===== src/rtl/i2cmb_cmd_sequencer.sv =====
// Runs one I2CMB command per request over a Wishbone master port:
// DPR write when needed, CMDR write, wait for irq, CMDR read, optional DPR read, response.
module i2cmb_cmd_sequencer #(
  parameter int unsigned ADDR_WIDTH     = 2,
  parameter int unsigned DATA_WIDTH     = 8,
  parameter int unsigned TIMEOUT_CYCLES = 65535
) (
  input  logic                  clk_i,
  input  logic                  rst_i,
  input  logic                  req_valid_i,
  output logic                  req_ready_o,
  input  logic [2:0]            req_cmd_i,
  input  logic [7:0]            req_data_i,
  output logic                  rsp_valid_o,
  input  logic                  rsp_ready_i,
  output logic [3:0]            rsp_status_o,
  output logic [7:0]            rsp_data_o,
  output logic                  rsp_rsvd_err_o,
  output logic                  rsp_timeout_o,
  output logic                  cyc_o,
  output logic                  stb_o,
  output logic                  we_o,
  output logic [ADDR_WIDTH-1:0] adr_o,
  output logic [DATA_WIDTH-1:0] dat_o,
  input  logic [DATA_WIDTH-1:0] dat_i,
  input  logic                  ack_i,
  input  logic                  irq_i
);

  typedef enum logic [2:0] {
    IDLE, WR_DPR, WR_CMDR, WAIT_IRQ, RD_CMDR, RD_DPR, RSP
  } state_t;

  localparam logic [ADDR_WIDTH-1:0] ADR_DPR  = ADDR_WIDTH'(1);
  localparam logic [ADDR_WIDTH-1:0] ADR_CMDR = ADDR_WIDTH'(2);
  localparam logic [16:0]           TMO_MAX  = 17'(TIMEOUT_CYCLES);

  state_t                r_state;
  logic [2:0]            r_cmd;
  logic [7:0]            r_data;
  logic [15:0]           r_cnt;
  logic                  r_cyc;
  logic                  r_we;
  logic [ADDR_WIDTH-1:0] r_adr;
  logic [DATA_WIDTH-1:0] r_dat;
  logic                  r_valid;
  logic [3:0]            r_status;
  logic [7:0]            r_rdata;
  logic                  r_rsvd;
  logic                  r_tmo;
  logic [16:0]           w_cnt_nxt;
  logic                  w_tmo;

  assign w_cnt_nxt = {1'b0, r_cnt} + 17'd1;
  assign w_tmo     = (w_cnt_nxt == TMO_MAX);

  // Every bus state raises cyc/stb on its first cycle and drops them on ack,
  // so back-to-back transfers are always separated by one idle bus cycle.
  always_ff @(posedge clk_i or negedge rst_i) begin
    if (!rst_i) begin
      r_state  <= IDLE;
      r_cmd    <= '0;
      r_data   <= '0;
      r_cnt    <= '0;
      r_cyc    <= 1'b0;
      r_we     <= 1'b0;
      r_adr    <= '0;
      r_dat    <= '0;
      r_valid  <= 1'b0;
      r_status <= '0;
      r_rdata  <= '0;
      r_rsvd   <= 1'b0;
      r_tmo    <= 1'b0;
    end else begin
      unique case (r_state)
        IDLE: if (req_valid_i) begin
          r_cmd    <= req_cmd_i;
          r_data   <= req_data_i;
          r_status <= '0;
          r_rdata  <= '0;
          r_rsvd   <= 1'b0;
          r_tmo    <= 1'b0;
          if (req_cmd_i == 3'b111) begin
            r_status <= 4'b0001;
            r_valid  <= 1'b1;
            r_state  <= RSP;
          end else if (req_cmd_i == 3'b001 || req_cmd_i == 3'b110) begin
            r_state <= WR_DPR;
          end else begin
            r_state <= WR_CMDR;
          end
        end
        WR_DPR: if (!r_cyc) begin
          r_cyc <= 1'b1;
          r_we  <= 1'b1;
          r_adr <= ADR_DPR;
          r_dat <= DATA_WIDTH'(r_data);
        end else if (ack_i) begin
          r_cyc   <= 1'b0;
          r_state <= WR_CMDR;
        end
        WR_CMDR: if (!r_cyc) begin
          r_cyc <= 1'b1;
          r_we  <= 1'b1;
          r_adr <= ADR_CMDR;
          r_dat <= DATA_WIDTH'({5'b0, r_cmd});
        end else if (ack_i) begin
          r_cyc   <= 1'b0;
          r_cnt   <= '0;
          r_state <= WAIT_IRQ;
        end
        WAIT_IRQ: begin
          r_cnt <= w_cnt_nxt[15:0];
          if (irq_i) begin
            r_state <= RD_CMDR;
          end else if (w_tmo) begin
            r_tmo   <= 1'b1;
            r_state <= RD_CMDR;
          end
        end
        RD_CMDR: if (!r_cyc) begin
          r_cyc <= 1'b1;
          r_we  <= 1'b0;
          r_adr <= ADR_CMDR;
        end else if (ack_i) begin
          r_cyc    <= 1'b0;
          r_status <= dat_i[7:4];
          r_rsvd   <= dat_i[3];
          if ((r_cmd == 3'b010 || r_cmd == 3'b011) && dat_i[7]) begin
            r_state <= RD_DPR;
          end else begin
            r_valid <= 1'b1;
            r_state <= RSP;
          end
        end
        RD_DPR: if (!r_cyc) begin
          r_cyc <= 1'b1;
          r_we  <= 1'b0;
          r_adr <= ADR_DPR;
        end else if (ack_i) begin
          r_cyc   <= 1'b0;
          r_rdata <= dat_i[7:0];
          r_valid <= 1'b1;
          r_state <= RSP;
        end
        RSP: if (rsp_ready_i) begin
          r_valid <= 1'b0;
          r_state <= IDLE;
        end
        default: r_state <= IDLE;
      endcase
    end
  end

  assign req_ready_o    = (r_state == IDLE);
  assign rsp_valid_o    = r_valid;
  assign rsp_status_o   = r_status;
  assign rsp_data_o     = r_rdata;
  assign rsp_rsvd_err_o = r_rsvd;
  assign rsp_timeout_o  = r_tmo;
  assign cyc_o          = r_cyc;
  assign stb_o          = r_cyc;
  assign we_o           = r_we;
  assign adr_o          = r_adr;
  assign dat_o          = r_dat;

endmodule


===== config.mk =====
export PLATFORM = sky130hd
export DESIGN_NAME = i2cmb_cmd_sequencer
export DESIGN_NICKNAME = d
export VERILOG_FILES = /design/src/rtl/i2cmb_cmd_sequencer.sv
export SDC_FILE = /design/constraint.sdc
export NUM_CORES = 1
export LEC_CHECK = 0
export CAP_MARGIN = 10
export CORE_ASPECT_RATIO = 1.25
export CORE_UTILIZATION = 50
export DETAILED_ROUTE_END_ITERATION = 8
export GPL_TIMING_DRIVEN = 0
export HOLD_SLACK_MARGIN = 0.08
export PLACE_DENSITY = 0.76
export SLEW_MARGIN = 20
export SYNTH_ARGS = -nofsm -noshare
export SYNTH_HDL_FRONTEND = slang
export SYNTH_SLANG_ARGS = --single-unit

===== constraint.sdc =====
create_clock -name clk_i -period 2.6 [get_ports clk_i]
set_input_delay 0.26 -clock clk_i [delete_from_list [all_inputs] [get_ports clk_i]]
set_output_delay 0.26 -clock clk_i [all_outputs]
set_load 0.03 [all_outputs]

==> qor.csv <==
stage,metric,value,unit
cells_and_area,synthToLayoutAreaGrowth,25.8,%
worst_setup_path,crit_cells,8,
sta,period_minus_slack,2.45,ns
worst_setup_path,worst-r2r-setup-slack,0.15,ns
drt,first_pass_iters,4,
power,peakVddDrop,0.000650,V
synthesis,syn_avg_cell_area,9.03,um2
synthesis,synth.net_count,362,
worst_setup_path,max_stage_delay,0.52,ns
place,pre_cts_slack,0.105,ns
global_routing,grt_first_pass_wirelength,12.4,mm
worst_setup_path,crit_family,simple AND/OR/NAND/NOR gates,
synthesis,synth_warnings,0,
clocking,cts_setup_buffers,0,
clocking,cts_made_buffers,9,
sta,tns,0,ns
sta,maxSlewHeadroom,0.367,
synthesis,synth_ff_type,dfrtp_1,
drt,vias,2788,
synthesis,seq_area_frac_synth,0.471,
worst_setup_path,r2r_cells,8,
global_routing,grt_usage,0.250,
synthesis,synth_cell_types,51,
die,coreArea,5820,um2
clocking,cts.sinks,57,
die,initial_core_util,0.520,
clocking,clk_latency,0.33,ns
global_routing,grt_max_degree,58,
synthesis,async_flop_share,1.00,
power,p_leak,1.56,nW
drt,avgViaCountPerCell,5.92,
clocking,clk_pin_slew,0.07,ns
cells_and_area,drive_above_1_share,0.109,
status,status,finished clean,
synthesis,ys_ff_latch,57,
synthesis,netlist_area,3030,um2
worst_setup_path,critPathSlowestCell,or4_4,
place,dp_hpwl,5.20,mm
sta,finalCritPeriodShare,0.942,
sta,worst_pin_slew,0.943,ns
worst_setup_path,crit_fanout,8,
synthesis,synth-edff-count,0,
clocking,clk_path_buf_depth,2,
drt,drc_errors,0,
sta,finClkSkew,0.0105,ns
cells_and_area,final_core_util,0.654,
worst_setup_path,endpoint_kind,register,
global_routing,grt_overflow_total,0,
sta,setup_slack,0.152,ns
worst_setup_path,worstSetupStartpointType,register,
worst_hold_path,min_path_type,register to register,
sta,rsz0062_at_grt,no,
sta,whs,0.472,ns
drt,drt_iter0_markers,205,
place,io_buffers,53,
die,ios,54,
sta,hold_violations,0,
clocking,clock-root-buffer,clkbuf_8,
die,die_area,6370,um2
worst_setup_path,reg2reg_from,r_cnt[0]$_DFFE_PN0P_,
cells_and_area,antenna_cells,0,
drt,ant_nets,0,
worst_setup_path,crit_required,2.85,ns
die,fp.dieW,71.6,um
sta,setup_viol,0,
sta,slew_viol_final,0,
drt,routed_wl,7.33,mm
worst_setup_path,crit_chain,ha_2 -> and4_1 -> buf_4 -> nand2_2 -> xor2_1 -> or4_4 -> o31ai_4 -> mux2i_1,
synthesis,synthCells,335,
clocking,h-tree-depth,3,
cells_and_area,fin_nets,427,
global_routing,grt_pass1_vias,2661,
worst_setup_path,path_buf_inv,1,
sta,fmax,408,MHz
drt,wl_per_cell,15.6,um
die,die_h,89.0,um
clocking,cts_tree,yes,
die,rows,31,
worst_setup_path,crit_start,r_cnt[0]$_DFFE_PN0P_,
global_routing,antenna_found_initial,0,
worst_setup_path,crit_arrival,2.70,ns
power,power.density,1010,nW/um2
place,gp_congestion,0.911,
worst_setup_path,r2r-end,r_state[0]$_DFFE_PN0P_,
worst_setup_path,worstSetupPathType,register to register,
run,maxCapViolations,0,
worst_setup_path,setup.worst_path.end,r_state[0]$_DFFE_PN0P_,
tightest hold or removal path: stages (launching register included):
cell and delay, ns:
dfrtp_1 0.34, nand2_1 0.05, nand2_1 0.05
synthesized netlist by cell type, types with 3 or more instances:
library cell	count	area [um2]
buf_2	5	25.0
dfrtp_1	57	1430
nand2_1	50	188
nand3_1	13	65.1
o22ai_1	5	31.3
nand4_1	6	37.5
o41ai_1	3	26.3
a21oi_1	19	95.1
clkbuf_1	10	37.5
mux2_2	14	158
o21ai_0	47	235
mux2i_1	5	50.1
nor2b_1	4	25.0
and3_1	6	37.5
a31oi_1	10	62.6
inv_1	7	26.3
nor2_1	20	75.1
nor3_1	9	45.0
xor2_1	3	26.3
cell usage in the layout (no fill, tap or decap), types with 3 or more instances in the layout:
| cell type | instances |
|---|---|
| a21oi_1 | 19 |
| a31oi_1 | 10 |
| and3_1 | 6 |
| buf_2 | 5 |
| buf_4 | 3 |
| clkbuf_1 | 14 |
| clkbuf_8 | 9 |
| clkdlybuf4s50_1 | 52 |
| dfrtp_1 | 57 |
| inv_1 | 7 |
| mux2_2 | 14 |
| mux2i_1 | 5 |
| nand2_1 | 50 |
| nand3_1 | 13 |
| nand4_1 | 6 |
| nor2_1 | 20 |
| nor2b_1 | 4 |
| nor3_1 | 9 |
| o21ai_0 | 47 |
| o22ai_1 | 5 |
| o41ai_1 | 3 |
| xor2_1 | 3 |
logic make-up (layout without fill, tap and decap cells):
| family | Yosys count | count (layout) | share of synthesized area |
|---|---|---|---|
| DFF | 57 | 57 | 0.471 |
| muxes | 19 | 19 | 0.0686 |
| AOI/OAI and AO/OA | 104 | 104 | 0.209 |
| adders and majority gates | 2 | 2 | 0.00827 |
| xor gates and xnor gates | 4 | 4 | 0.0116 |
| buffers and inverters | 28 | 98 | 0.0397 |
| and+or+nand+nor | 121 | 121 | 0.192 |
area by class of cell:
type	count	area, um2
fill	494	2010
sequential	57	1430
clock buffer	13	139
buffer	20	90.1
clock inverter	3	17.5
tap	66	82.6
timing repair buffer	54	538
multi-input combinational	250	1480
inverter	8	30.0
stage by stage:
| step | total power, W | area (um2) | instances |
|---|---|---|---|
| 2_1_floorplan | 0.00253 | 3030 | 335 |
| 3_3_place_gp | 0.00310 | 3640 | 454 |
| 3_5_place_dp | 0.00315 | 3640 | 454 |
| 4_1_cts | 0.00384 | 3800 | 471 |
| 5_1_grt | 0.00411 | 3810 | 471 |
| 6_report | 0.00383 | 3810 | 471 |
per-layer routing:
| metal | vias up | GRT usage | share of wire |
|---|---|---|---|
| met5 | - | 0 | 0 |
| met2 | 95 | 0.426 | 0.50 |
| met1 | 1332 | 0.315 | 0.42 |
| li1 | 1350 | - | - |
| met3 | 11 | 0.0564 | 0.061 |
| met4 | 0 | 0.0927 | 0.016 |
state kept, by name, indices dropped and copies added (netlist names), 2 cells and up:
name and cells:
r_data 8, dat_o 8, adr_o 2, rsp_data_o 8, r_cnt 16, r_state 3
r_cmd 3, rsp_status_o 4
how the worst min path moves through the flow:
| stage | cells past startpoint | from | to | slack (ns) |
|---|---|---|---|---|
| 5_1_grt | 2 | rsp_status_o[2]$_DFFE_PN0P_ | rsp_status_o[2]$_DFFE_PN0P_ | 0.48 |
| 3_5_place_dp | 1 | rst_i | dat_o[1]$_DFFE_PN0P_ | 0.36 |
| 4_1_cts | 2 | rsp_status_o[2]$_DFFE_PN0P_ | rsp_status_o[2]$_DFFE_PN0P_ | 0.48 |
| 2_1_floorplan | 0 | rst_i | adr_o[0]$_DFFE_PN0P_ | -0.04 |
| 3_3_place_gp | 2 | rsp_rsvd_err_o$_DFFE_PN0P_ | rsp_rsvd_err_o$_DFFE_PN0P_ | 0.46 |
| 6_report | 2 | rsp_status_o[2]$_DFFE_PN0P_ | rsp_status_o[2]$_DFFE_PN0P_ | 0.47 |
where the power goes:
group	switching, W	internal (W)
logic	0.00111	0.000733
registers	0.000165	0.00113
clock network	0.000343	0.000344
total	0.00162	0.00221
repair_timing:
action / CTS / global route
resized for setup: 0 / 1
endpoints found under the hold margin: 57 / 0
hold buffers: 1 / 0
endpoints found under the setup margin: 0 / 4
No activity file was read; power rests on OpenSTA's default activity.
